`src/rtl/prior_som_pkg.sv`:
```
// rtl/prior_som_pkg.sv - shared source codes and defaults for the audio source selector
package prior_som_pkg;

  typedef enum logic [1:0] {
    SRC_TV    = 2'b00,
    SRC_PC    = 2'b01,
    SRC_ALEXA = 2'b10
  } src_e;

  localparam int HOLD_CYCLES_DEFAULT = 4;

  // PC request dominates; ALEXA only when PC is idle; TV otherwise.
  function automatic src_e decode_target(input logic a_s, input logic b_s);
    if (a_s) begin
      return SRC_PC;
    end else if (b_s) begin
      return SRC_ALEXA;
    end
    return SRC_TV;
  endfunction

endpackage

```
`src/rtl/prior_som_sync.sv`:
```
// rtl/prior_som_sync.sv - two-flop synchronizer bank for asynchronous request lines
module prior_som_sync #(
  parameter int WIDTH = 1
) (
  input  logic             clk,
  input  logic             rst_n,
  input  logic [WIDTH-1:0] i_d,
  output logic [WIDTH-1:0] o_q
);

  logic [WIDTH-1:0] r_meta;
  logic [WIDTH-1:0] r_sync;

  always_ff @(posedge clk or negedge rst_n) begin
    if (!rst_n) begin
      r_meta <= '0;
      r_sync <= '0;
    end else begin
      r_meta <= i_d;
      r_sync <= r_meta;
    end
  end

  assign o_q = r_sync;

endmodule

```
`src/rtl/prior_som.sv`:
```
// rtl/prior_som.sv - priority audio source selector with dwell time; PRIOR_SOM_STATUS_EN adds sel/switch_cnt
module prior_som
  import prior_som_pkg::*;
#(
  parameter int HOLD_CYCLES = HOLD_CYCLES_DEFAULT
) (
  input  logic       clk,
  input  logic       rst_n,
  input  logic       A,
  input  logic       B,
  output logic       TV,
  output logic       PC,
  output logic       ALEXA
`ifdef PRIOR_SOM_STATUS_EN
  ,
  output logic [1:0] sel,
  output logic [7:0] switch_cnt
`endif
);

  localparam logic [7:0] HOLD_L = HOLD_CYCLES[7:0];

  logic [1:0] w_req_s;
  src_e       w_target;
  logic       w_change;

  src_e       r_state;
  logic [7:0] r_hold;
  logic       r_tv;
  logic       r_pc;
  logic       r_alexa;

  prior_som_sync #(.WIDTH(2)) u_sync (
    .clk   (clk),
    .rst_n (rst_n),
    .i_d   ({A, B}),
    .o_q   (w_req_s)
  );

  assign w_target = decode_target(w_req_s[1], w_req_s[0]);
  // Requests seen while the dwell timer runs are simply not acted on.
  assign w_change = (w_target != r_state) && (r_hold == 8'd0);

  always_ff @(posedge clk or negedge rst_n) begin
    if (!rst_n) begin
      r_state <= SRC_TV;
      r_hold  <= 8'd0;
      r_tv    <= 1'b1;
      r_pc    <= 1'b0;
      r_alexa <= 1'b0;
    end else if (w_change) begin
      r_state <= w_target;
      r_hold  <= HOLD_L;
      r_tv    <= (w_target == SRC_TV);
      r_pc    <= (w_target == SRC_PC);
      r_alexa <= (w_target == SRC_ALEXA);
    end else if (r_hold != 8'd0) begin
      r_hold <= r_hold - 8'd1;
    end
  end

  assign TV    = r_tv;
  assign PC    = r_pc;
  assign ALEXA = r_alexa;

`ifdef PRIOR_SOM_STATUS_EN
  logic [7:0] r_switch_cnt;

  always_ff @(posedge clk or negedge rst_n) begin
    if (!rst_n) begin
      r_switch_cnt <= 8'd0;
    end else if (w_change && (r_switch_cnt != 8'hff)) begin
      r_switch_cnt <= r_switch_cnt + 8'd1;
    end
  end

  assign sel        = r_state;
  assign switch_cnt = r_switch_cnt;
`endif

endmodule

```
`config.mk`:
```
export PLATFORM = sky130hd
export DESIGN_NAME = prior_som
export DESIGN_NICKNAME = d
export VERILOG_FILES = /design/src/rtl/prior_som_pkg.sv /design/src/rtl/prior_som_sync.sv /design/src/rtl/prior_som.sv
export SDC_FILE = /design/constraint.sdc
export NUM_CORES = 1
export LEC_CHECK = 0
export BUFFER_PORTS_ARGS = -buffer_cell sky130_fd_sc_hd__buf_2
export CORE_AREA = 2 2 39 41
export DETAILED_ROUTE_END_ITERATION = 16
export DIE_AREA = 0 0 41 43
export PLACE_DENSITY_LB_ADDON = 0.12
export SLEW_MARGIN = 0
export SYNTH_ARGS = -nofsm -noshare
export SYNTH_HDL_FRONTEND = slang
export SYNTH_HIERARCHICAL = 1
export SYNTH_SLANG_ARGS = --single-unit
```
`constraint.sdc`:
```
create_clock -name clk -period 3.2 [get_ports clk]
set_clock_uncertainty 0.15 [all_clocks]
set_input_delay 0.16 -clock clk [delete_from_list [all_inputs] [get_ports clk]]
set_output_delay 0.16 -clock clk [all_outputs]
set_load 0.1 [all_outputs]
```
# Yosys cells after proc, flatten, opt, wreduce, memory -nomap -nowiden
# Index checks and enable logic that the tools add are counted.
dict set report classes {
  add_sub_neg 1
  reduce_logical 5
  n_eq_ne 3
  mux 7
}
# cell count
set op_table {}
lappend op_table {{$mux 8} 2}
lappend op_table {{$logic_not 8->1} 1}
lappend op_table {{$reduce_bool 8->1} 1}
lappend op_table {{$sub 8x1->8 const B} 1}
lappend op_table {{$mux 2} 3}
lappend op_table {{$eq 2x1->1 const B} 1}
lappend op_table {{$eq 2x2->1 const B} 1}
lappend op_table {{$logic_not 2->1} 1}
lappend op_table {{$mux 1} 2}
lappend op_table {{$ne 2x2->1} 1}
lappend op_table {{$reduce_bool 2->1} 1}
lappend op_table {{$logic_and 1x1->1} 1}
dict set report totals {
  register_bits 17
  input_bits 4
  out_inout_bits 3
}

# Logic depth before layout (Yosys ltp)
# Gate-level depths: netlist (run 1).
dict set report depth {
  depth_word 6
  ltp_mapped 5
  mapped_depth_nobuf 5
}

# By module
# The synthesis (run 1) kept the hierarchy.
# mod cells_per_inst instances area_each_um2
set by_module_without_submodules {}
lappend by_module_without_submodules {prior_som 62 1 600.6}
lappend by_module_without_submodules {prior_som_sync 4 1 100.1}

# Worst setup path before layout (run 1)
# Ideal clock, no wire load.
dict set report synth_path {
  path_kind {register -> register}
  from {register, netlist name PC}
  to {register r_hold[2]}
  synth_period_minus_slack_ns 1.759
  n_path_buf 0
  stages_incl_launch_ff 4
  setup_slack_ns 1.441
  t_arrival_ns 1.490
  setup_ns 0.119
  path_cell_list {dfrtp_1 -> nor2b_1 -> a22oi_1 -> o21a_1}
}
# item line_no
set synth_lines {}
lappend synth_lines {{end signal, assigned} prior_som.sv:58} ;# r_hold <= r_hold - 8'd1;
lappend synth_lines {{end, declared} prior_som.sv:28} ;# logic [7:0] r_hold;

# Final worst setup path (run 1)
dict set report layout_path {
  from {register r_hold[0]}
  to {register r_pc, in the netlist PC}
}
dict set report layout_between {
  elab_chain_cells 2
}
# item line_no
set layout_lines {}
lappend layout_lines {{$logic_not 8->1} prior_som.sv:42} ;# assign w_change = (w_target != r_state) && (r_hold == 8'd0);
lappend layout_lines {{$logic_and 1x1->1} prior_som.sv:42}
lappend layout_lines {{end signal, assigned} prior_som.sv:55} ;# r_pc <= (w_target == SRC_PC);
lappend layout_lines {{end, declared} prior_som.sv:30} ;# logic r_pc;
# Every way passes these cells.
# A chain may end at the register's enable or synchronous reset.

==> results of run 1 <==
## layout make-up
cell class / count / area (um^2)
Clock buffer: 4 / 26.28
Fill cell: 115 / 576.8
Inverter: 5 / 18.77
Multi-Input combinational cell: 46 / 305.3
Sequential cell: 15 / 376.6
Tap cell: 16 / 20.02
Timing Repair Buffer: 9 / 60.06
## per-stage QoR
stage | instances | utilization
after detailed placement | 88 | 0.5425
after global placement | 88 | 0.5425
after floorplan | 66 | -
final | 95 | 0.5832
after CTS | 95 | 0.5832
after global routing | 95 | 0.5832
## registers in the layout (all words and copies together), names as in the netlist
signal and flops:
u_sync/o_q 2, u_sync/r_meta 2, PC 1, TV 1, r_state 1, r_hold 8
## path summary, 6_finish.rpt
kind | startpoint | endpoint | slack (ns) | cells after the start
setup / recovery | r_hold[0] | PC | 1.40 | 5
hold / removal | rst_n | r_hold[6] | 0.14 | 2
setup reg to reg | r_hold[0] | PC | 1.40 | 5
hold reg to reg | u_sync/r_meta[0] | u_sync/o_q[0] | 0.20 | 0
max in group asynchronous | rst_n | TV | 2.45 | 2
min in group clk | u_sync/r_meta[0] | u_sync/o_q[0] | 0.20 | 0
## critical path, stage by stage, from the launching register on
cell	delay [ns]
sky130_fd_sc_hd__dfrtp_1	0.43
sky130_fd_sc_hd__inv_1	0.08
sky130_fd_sc_hd__ha_1	0.22
sky130_fd_sc_hd__or4b_4	0.52
sky130_fd_sc_hd__o21ai_0	0.17
sky130_fd_sc_hd__o21ai_0	0.10
## cell usage after synthesis, drive strengths merged, types with 2 or more instances
cell type,number
inv,5
o21ai,10
nor2b,2
nor2,6
dfrtp,14
xor2,2
nor3,2
nand2,2
nand3,6
## routing by layer
| metal | global-route usage | up-vias | part of all wire |
|---|---|---|---|
| li1 | - | 262 | - |
| met1 | 0.2678 | 249 | 0.51 |
| met2 | 0.2281 | 15 | 0.45 |
| met3 | 0.07853 | 2 | 0.034 |
| met4 | 0.1000 | 0 | 0.0032 |
| met5 | 0 | - | 0 |
## power groups by stage
| stage | Clock [mW] | Combinational, mW | Sequential [mW] |
|---|---|---|---|
| floorplan | 0 | 0.192 | 0.420 |
| global placement | 0 | 0.336 | 0.349 |
| detailed placement | 0 | 0.340 | 0.350 |
| CTS | 0.113 | 0.344 | 0.348 |
| global route | 0.125 | 0.376 | 0.360 |
| finish | 0.111 | 0.343 | 0.349 |
## kinds of logic (layout without fill, tap and decap cells)
logic type / after synthesis / count (layout)
simple gates: 23 / 23
compound gates: 18 / 18
flops: 15 / 15
buf+inv: 5 / 18
xor+xnor: 3 / 3
fa+ha+maj: 1 / 1
mux: 1 / 1
## what timing repair did
| action | CTS | global route |
|---|---|---|
| hold endpoints to repair | 17 | 0 |
| setup endpoints to repair | 0 | 0 |
| setup buffers | 0 | 0 |
| hold buffers | 3 | 0 |
==> impl_metrics.env, run 1 <==
export IMPL_timing_setup_critical_path_class="reg2reg"
export IMPL_p_leak_nw=0.3429
export IMPL_fp_coreArea_um2=1384
export IMPL_finalSetupViolCount=0
export IMPL_final_critical_path_setup_slack_ns=1.398
export IMPL_whs_ns=0.1429
export IMPL_result_of_the_run="complete, no violations"
export IMPL_die_width_um=41
export IMPL_grt_first_pass_wirelength_um=2125
export IMPL_power_frac_clock=0.138
export IMPL_worstPathArrival_ns=1.81
export IMPL_hold_viol_final=0
export IMPL_dieArea_um2=1763
export IMPL_clk_insertion_delay_late_ns=0.29
export IMPL_mostFrequentLayoutCells="14 x sky130_fd_sc_hd__dfrtp_1, 10 x sky130_fd_sc_hd__o21ai_0, 6 x sky130_fd_sc_hd__nor2_1, 6 x sky130_fd_sc_hd__nand3_1, 6 x sky130_fd_sc_hd__buf_2"
export IMPL_worst_slew_pin_transition_ns=0.4933
export IMPL_die_height_um=43
export IMPL_final_setup_tns_ns=0
export IMPL_placement_io_buffers=6
export IMPL_synthDistinctLibCells=26
export IMPL_mean_area_per_synthesized_cell_um2=10.62
export IMPL_synth_largest_area_cell="sky130_fd_sc_hd__dfrtp_1"
export IMPL_yosys_area_share_adder=0.01786
export IMPL_pre_cts_ws_ns=1.421
export IMPL_synth_fp_nets=71
export IMPL_dp_hpwl_um=877.7
export IMPL_power_switching_mw=0.3760
export IMPL_numCtsBuffers=3
export IMPL_cts_reportedPaths_clkPinSlew_ns=0.10
export IMPL_max_freq_ghz=0.5549
export IMPL_dr_pass1_iters=6
export IMPL_fin_nets=85
export IMPL_synth_top_family_by_area="simple AND/OR/NAND/NOR gates"
export IMPL_edff_count_synth=0
export IMPL_cts_resized_gates=0
export IMPL_period_minus_slack_ns=1.802
export IMPL_worstPathRequired_ns=3.21
export IMPL_slew_viol_final=0
export IMPL_layout_drive_gt1_share=0.1772
export IMPL_drt_first_iter_violations=12
export IMPL_endpoint_kind="flop"
export IMPL_dominantRegCellSynth="sky130_fd_sc_hd__dfrtp_1"
export IMPL_synth_area_in_xor_xnor=0.03750
export IMPL_ant_nets=0
export IMPL_tritoncts="done"
export IMPL_path_max_fanout=6
export IMPL_synth_seq_cells=15
export IMPL_initial_antenna_violation_count=0
export IMPL_synth_top_cell_area_share=0.5000
export IMPL_avgRoutedWirePerCell_um=13.26
export IMPL_viasPerCell=5.558
export IMPL_start_util=0.5063
export IMPL_totalWireLength_um=1260
export IMPL_internal_power_mw=0.4267
export IMPL_p_total_mw=0.8026
export IMPL_area_growth_syn_to_layout_pct=15.18
export IMPL_clockBufferDepth=2
export IMPL_p_per_area_nw_per_um2=994.6
export IMPL_synth_seq_area_share=0.5375
export IMPL_mostFrequentLayoutCell="sky130_fd_sc_hd__dfrtp_1"
export IMPL_synth_compound_gate_area_share=0.1643
export IMPL_count_of_mapped_cells_out_of_synthesis=66
export IMPL_seq_power_share=0.435
export IMPL_yosys_area_share_simple=0.2000
export IMPL_post_synth_mux_area_share=0.01607
export IMPL_power_combinational_fraction=0.427
export IMPL_timing_slew_headroom=0.6686
export IMPL_grt_start_max_net_pins=16
export IMPL_grt_overflow_total=0
export IMPL_timing_critical_path_from_type="flop"
export IMPL_antenna_cells=0
export IMPL_ir_drop_worst_vdd_mv=0.5366
export IMPL_total_vias_in_the_final_route=528
export IMPL_finalWeightedCongestion=0.8158
export IMPL_drc_errors=0
export IMPL_grt_pass1_vias=474
export IMPL_post_route_cell_area_um2=807.0
export IMPL_clock_sinks=15
export IMPL_placement_cell_area_um2=750.7
export IMPL_design_portCount=7
export IMPL_asyncSetResetFlopFracSynth=1.000
export IMPL_summed_instance_area_of_the_synthesized_netlist_um2=700.7
export IMPL_hold_class="in2async"
export IMPL_drv_cap=0
export IMPL_period_share=0.5632
export IMPL_grt_setup_unrepaired="false"
export IMPL_clock_root_buffer="sky130_fd_sc_hd__clkbuf_4"
export IMPL_cts_htree_levels=1
export IMPL_synth_warnings=6
export IMPL_swShare=0.4684
export IMPL_post_synth_main_area_contributors="sky130_fd_sc_hd__dfrtp_1 50%, sky130_fd_sc_hd__o21ai_0 7.1%, sky130_fd_sc_hd__nand3_1 4.3%"
export IMPL_track_usage=0.1857
export IMPL_number_of_placement_rows=14
Note: power is estimated with default switching activity, not from simulation.
==> run 2, diff against run 1 <==
CORE_AREA = not set   (was 2 2 39 41)
CORE_MARGIN = 2   (was not set)
CORE_UTILIZATION = 54   (was not set)
DIE_AREA = not set   (was 0 0 41 43)
clock period = 1.69 ns   (was 3.2 ns; I/O delays follow)
==> run 2 against run 1 <==
Compared with the run above:
- cell count is 4.2% higher
- sequential power is 88% higher
- worst setup slack worse by 1.4 ns
- core utilization is 18 points higher
- sequential share of layout area is 3.4 points lower
- largest cell class unchanged
- largest power group is now combinational logic
==> impl_metrics.env, run 2 (synthesized netlist as in run 1, its figures left out) <==
export IMPL_tritoncts="done"
export IMPL_grt_overflow_total=0
export IMPL_initial_antenna_violation_count=0
export IMPL_clockBufferDepth=2
export IMPL_pre_cts_ws_ns=0.02810
export IMPL_worstPathArrival_ns=1.70
export IMPL_fp_coreArea_um2=1156
export IMPL_grt_pass1_vias=511
export IMPL_period_minus_slack_ns=1.686
export IMPL_hold_viol_final=0
export IMPL_numCtsBuffers=3
export IMPL_p_per_area_nw_per_um2=1915
export IMPL_timing_slew_headroom=0.6804
export IMPL_clock_root_buffer="sky130_fd_sc_hd__clkbuf_4"
export IMPL_layoutNonFillerInstCount=99
export IMPL_largest_register_ffs=8
export IMPL_cts_reportedPaths_clkPinSlew_ns=0.09
export IMPL_placement_cell_area_um2=780.7
export IMPL_n_fill_cell=81
export IMPL_post_route_cell_area_um2=877.1
export IMPL_drt_first_iter_violations=19
export IMPL_antenna_cells=0
export IMPL_layout_drive_gt1_share=0.3059
export IMPL_placed_cells=90
export IMPL_path_max_fanout=6
export IMPL_clk_insertion_delay_late_ns=0.28
export IMPL_finalSetupViolCount=0
export IMPL_dr_pass1_iters=4
export IMPL_dieArea_um2=1602
export IMPL_number_of_placement_rows=12
export IMPL_multiInputGateArea_um2=330.3
export IMPL_worstPathRequired_ns=1.71
export IMPL_grt_first_pass_wirelength_um=2180
export IMPL_hold_class="in2async"
export IMPL_start_util=0.6061
export IMPL_max_freq_ghz=0.5929
export IMPL_total_vias_in_the_final_route=557
export IMPL_final_critical_path_setup_slack_ns=0.003506
export IMPL_grt_start_max_net_pins=16
export IMPL_dp_hpwl_um=948.3
export IMPL_period_share=0.9979
export IMPL_endpoint_kind="flop"
export IMPL_timing_setup_critical_path_class="reg2reg"
export IMPL_track_usage=0.2214
export IMPL_clock_sinks=15
export IMPL_rrSetupSlack_ns=0.004
export IMPL_mostFrequentLayoutCell="sky130_fd_sc_hd__dfrtp_1"
export IMPL_placement_io_buffers=6
export IMPL_result_of_the_run="complete, no violations"
export IMPL_area_growth_syn_to_layout_pct=25.18
export IMPL_ir_drop_worst_vdd_mv=0.9725
export IMPL_worst_slew_pin_transition_ns=0.4828
export IMPL_slew_viol_final=0
export IMPL_final_core_util=0.7587
export IMPL_avgRoutedWirePerCell_um=13.80
export IMPL_design_portCount=7
export IMPL_ant_nets=0
export IMPL_mostFrequentLayoutCells="12 x sky130_fd_sc_hd__dfrtp_1, 6 x sky130_fd_sc_hd__o21ai_0, 6 x sky130_fd_sc_hd__nand3_1, 6 x sky130_fd_sc_hd__buf_2, 6 x sky130_fd_sc_hd__buf_4"
export IMPL_drv_cap=0
export IMPL_seqCellArea_um2=379.1
export IMPL_drc_errors=0
export IMPL_timing_critical_path_from_type="flop"
export IMPL_cts_htree_levels=1
export IMPL_die_width_um=40.02
export IMPL_registers_top_by_ff_count="r_hold"
export IMPL_viasPerCell=5.626
export IMPL_final_setup_tns_ns=0
export IMPL_grt_setup_unrepaired="true"
export IMPL_p_leak_nw=0.3726
export IMPL_totalWireLength_um=1366
export IMPL_finalWeightedCongestion=0.8501
export IMPL_die_height_um=40.02
export IMPL_fin_nets=91
run 2: changes by cell type in the layout (fill, tap and decap cells not counted):
cell,previous run,this run
sky130_fd_sc_hd__ha_2,0,1
sky130_fd_sc_hd__nor2_2,0,1
sky130_fd_sc_hd__o21ai_1,0,2
sky130_fd_sc_hd__ha_1,1,0
sky130_fd_sc_hd__a2111oi_2,1,0
sky130_fd_sc_hd__o21ai_2,0,2
sky130_fd_sc_hd__a2111oi_4,0,1
sky130_fd_sc_hd__nor2_1,6,5
sky130_fd_sc_hd__o21ai_0,10,6
sky130_fd_sc_hd__dfrtp_2,0,2
sky130_fd_sc_hd__buf_4,0,6
sky130_fd_sc_hd__dfrtp_1,14,12
run 2: what timing repair did:
item,in CTS,in global routing
endpoints found under the setup margin,0,10
resized for setup,0,9
endpoints found under the hold margin,17,0
buffers inserted,0,2
hold buffers,3,0
run 2: worst paths after layout:
check | from | end | cells after the start
worst min-delay path | rst_n | r_hold[7] | 2
worst max-delay path | r_hold[0] | r_hold[0] | 5
max in group asynchronous | rst_n | TV | 2
min in group clk | u_sync/r_meta[1] | u_sync/o_q[1] | 0
worst max register to register | r_hold[0] | r_hold[0] | 5
worst min register to register | u_sync/r_meta[1] | u_sync/o_q[1] | 0
run 2: layer usage:
metal	vias up	wire, um	GRT usage
li1	275	-	-
met1	262	635	0.2776
met2	16	622	0.3226
met3	4	67	0.05000
met4	0	40	0.1810
met5	-	0	0
run 2: power breakdown:
group	total, mW	internal [mW]	switching (mW)
logic	0.817	0.332	0.485
clock network	0.206	0.0918	0.114
registers	0.656	0.488	0.168
run 2: metrics by stage:
| step | power, mW | hold slack, ns |
|---|---|---|
| floorplan | 1.163 | -0.3611 |
| global placement | 1.368 | -0.1502 |
| detailed placement | 1.384 | -0.1509 |
| CTS | 1.594 | 0.07517 |
| global route | 1.791 | 0.1087 |
| finish | 1.679 | 0.07693 |
run 2: cell type report:
class,count,area share
clock buffers,4,0.02996
flip-flops and latches,15,0.4322
inverters,5,0.02140
well taps,14,0.01997
multi-input cells,46,0.3766
repair buffers,15,0.1198
run 2: critical path, cell delays in order, from the launching register on:
cell                      delay, ns
sky130_fd_sc_hd__dfrtp_1       0.38
sky130_fd_sc_hd__inv_1         0.08
sky130_fd_sc_hd__ha_2          0.18
sky130_fd_sc_hd__or4b_4        0.51
sky130_fd_sc_hd__o21ai_0       0.17
sky130_fd_sc_hd__o21ai_1       0.09
==> run 3, diff against run 2 <==
PLACE_DENSITY = 0.74   (was not set)
PLACE_DENSITY_LB_ADDON = not set   (was 0.12)
REMOVE_ABC_BUFFERS = 1   (was not set)
==> run 3 against run 2 <==
Compared with the run above:
- the flow now finishes with violations (negative setup slack)
- core utilization is 1.7 points higher
- clock power about the same
- count of clock-buffer cells in the layout unchanged
- maximum frequency shrank 0.66%
- sequential cell count is the same
- critical path depth unchanged
- power rose by 5.5%
- cell area is 2.3% higher
- cell count rose by 1.0%
- highest routed layer unchanged
==> impl_metrics.env, run 3 (synthesized netlist as in run 1, its figures left out) <==
export IMPL_mostFrequentLayoutCells="14 x sky130_fd_sc_hd__dfrtp_1, 7 x sky130_fd_sc_hd__buf_4, 6 x sky130_fd_sc_hd__nand3_1, 6 x sky130_fd_sc_hd__buf_2"
export IMPL_clock_root_buffer="sky130_fd_sc_hd__clkbuf_4"
export IMPL_mostFrequentLayoutCell="sky130_fd_sc_hd__dfrtp_1"
export IMPL_grt_start_max_net_pins=16
export IMPL_cts_reportedPaths_clkPinSlew_ns=0.09
export IMPL_clock_sinks=15
export IMPL_drv_cap=0
export IMPL_fp_coreArea_um2=1156
export IMPL_dp_hpwl_um=923.5
export IMPL_design_portCount=7
export IMPL_start_util=0.6061
export IMPL_grt_first_pass_wirelength_um=2325
export IMPL_worst_r2r_cell_count=5
export IMPL_layout_drive_gt1_share=0.3140
export IMPL_clockBufferDepth=2
export IMPL_area_growth_syn_to_layout_pct=28.04
export IMPL_violations="negative setup slack"
export IMPL_finalSetupViolCount=1
export IMPL_hold_viol_final=0
export IMPL_die_width_um=40.02
export IMPL_endpoint_kind="flop"
export IMPL_grt_overflow_total=0
export IMPL_grt_setup_unrepaired="true"
export IMPL_timing_rr_end="r_hold[0]"
export IMPL_timing_setup_critical_path_class="reg2reg"
export IMPL_antenna_cells=0
export IMPL_p_leak_nw=0.3775
export IMPL_max_freq_ghz=0.5890
export IMPL_final_setup_tns_ns=-0.007756
export IMPL_finalWeightedCongestion=0.8597
export IMPL_viasPerCell=5.770
export IMPL_dr_pass1_iters=4
export IMPL_timing_critical_path_from_type="flop"
export IMPL_total_vias_in_the_final_route=577
export IMPL_hold_class="in2async"
export IMPL_crit_reg2reg_launch="r_hold[1]"
export IMPL_fin_nets=92
export IMPL_placed_cells=90
export IMPL_final_critical_path_setup_slack_ns=-0.007756
export IMPL_whs_ns=0.05860
export IMPL_track_usage=0.2373
export IMPL_totalWireLength_um=1557
export IMPL_cts_htree_levels=1
export IMPL_numCtsBuffers=3
export IMPL_die_height_um=40.02
export IMPL_dieArea_um2=1602
export IMPL_period_minus_slack_ns=1.698
export IMPL_tritoncts="done"
export IMPL_path_max_fanout=6
export IMPL_largest_register_ffs=8
export IMPL_avgRoutedWirePerCell_um=15.57
export IMPL_worstPathRequired_ns=1.70
export IMPL_n_fill_cell=78
export IMPL_p_per_area_nw_per_um2=1974
export IMPL_placement_cell_area_um2=778.2
export IMPL_layoutNonFillerInstCount=100
export IMPL_slew_viol_final=0
export IMPL_clk_insertion_delay_late_ns=0.29
export IMPL_ir_drop_worst_vdd_mv=1.337
export IMPL_seqCellArea_um2=376.6
export IMPL_period_share=1.005
export IMPL_multiInputGateArea_um2=345.3
export IMPL_pre_cts_ws_ns=-0.004866
export IMPL_number_of_placement_rows=12
export IMPL_grt_pass1_vias=524
export IMPL_ant_nets=0
export IMPL_drc_errors=0
export IMPL_registers_top_by_ff_count="r_hold"
export IMPL_worst_slew_pin_transition_ns=0.4837
export IMPL_rrSetupSlack_ns=-0.008
export IMPL_initial_antenna_violation_count=0
export IMPL_worstPathArrival_ns=1.71
export IMPL_post_route_cell_area_um2=897.1
export IMPL_result_of_the_run="finished, violations left"
export IMPL_drt_first_iter_violations=17
export IMPL_timing_slew_headroom=0.6797
export IMPL_placement_io_buffers=6
-- run 3: cell type report --
cell class / instances / area share
Inverter: 5 / 0.02092
Tap cell: 14 / 0.01953
Clock buffer: 4 / 0.02929
Sequential cell: 15 / 0.4198
Multi-Input combinational cell: 46 / 0.3849
Timing Repair Buffer: 16 / 0.1255
-- run 3: layer usage --
layer,up-vias,global-route usage,share of wire
li1,276,-,-
met1,274,0.2975,0.45
met2,19,0.3669,0.49
met3,8,0.05000,0.041
met4,0,0.1552,0.025
met5,-,0,0
-- run 3: timing repair --
| item | 4_1_cts | 5_1_grt |
|---|---|---|
| setup endpoints to repair | 2 | 10 |
| hold buffers | 3 | 0 |
| pin swaps | 0 | 1 |
| gates resized for setup | 3 | 13 |
| setup buffers | 0 | 3 |
| hold endpoints to repair | 17 | 0 |
-- run 3: critical path, stage by stage, from the launching register on --
cell and delay, ns:
sky130_fd_sc_hd__dfrtp_1 0.41, sky130_fd_sc_hd__inv_2 0.08, sky130_fd_sc_hd__ha_4 0.13, sky130_fd_sc_hd__or4b_4 0.53, sky130_fd_sc_hd__o21ai_2 0.17, sky130_fd_sc_hd__o21ai_1 0.09
-- run 3: power by group --
group	switching (mW)	leakage [nW]	internal, mW
registers	0.172	0.179	0.484
logic	0.535	0.183	0.372
clock network	0.116	0.0150	0.0919
-- run 3: stage by stage --
step,util,total power [mW]
6_report,0.7760,1.771
4_1_cts,0.7240,1.610
3_5_place_dp,0.6732,1.380
3_3_place_gp,0.6732,1.367
2_1_floorplan,-,1.159
5_1_grt,0.7760,1.873
-- run 3: worst max-delay path by stage --
stage | endpoint | startpoint
finish | r_hold[0] | r_hold[1]
global route | r_hold[0] | r_hold[0]
CTS | r_hold[1] | r_hold[1]
detailed placement | r_hold[0] | r_hold[0]
global placement | r_state[1] | r_hold[0]
floorplan | r_hold[2] | PC
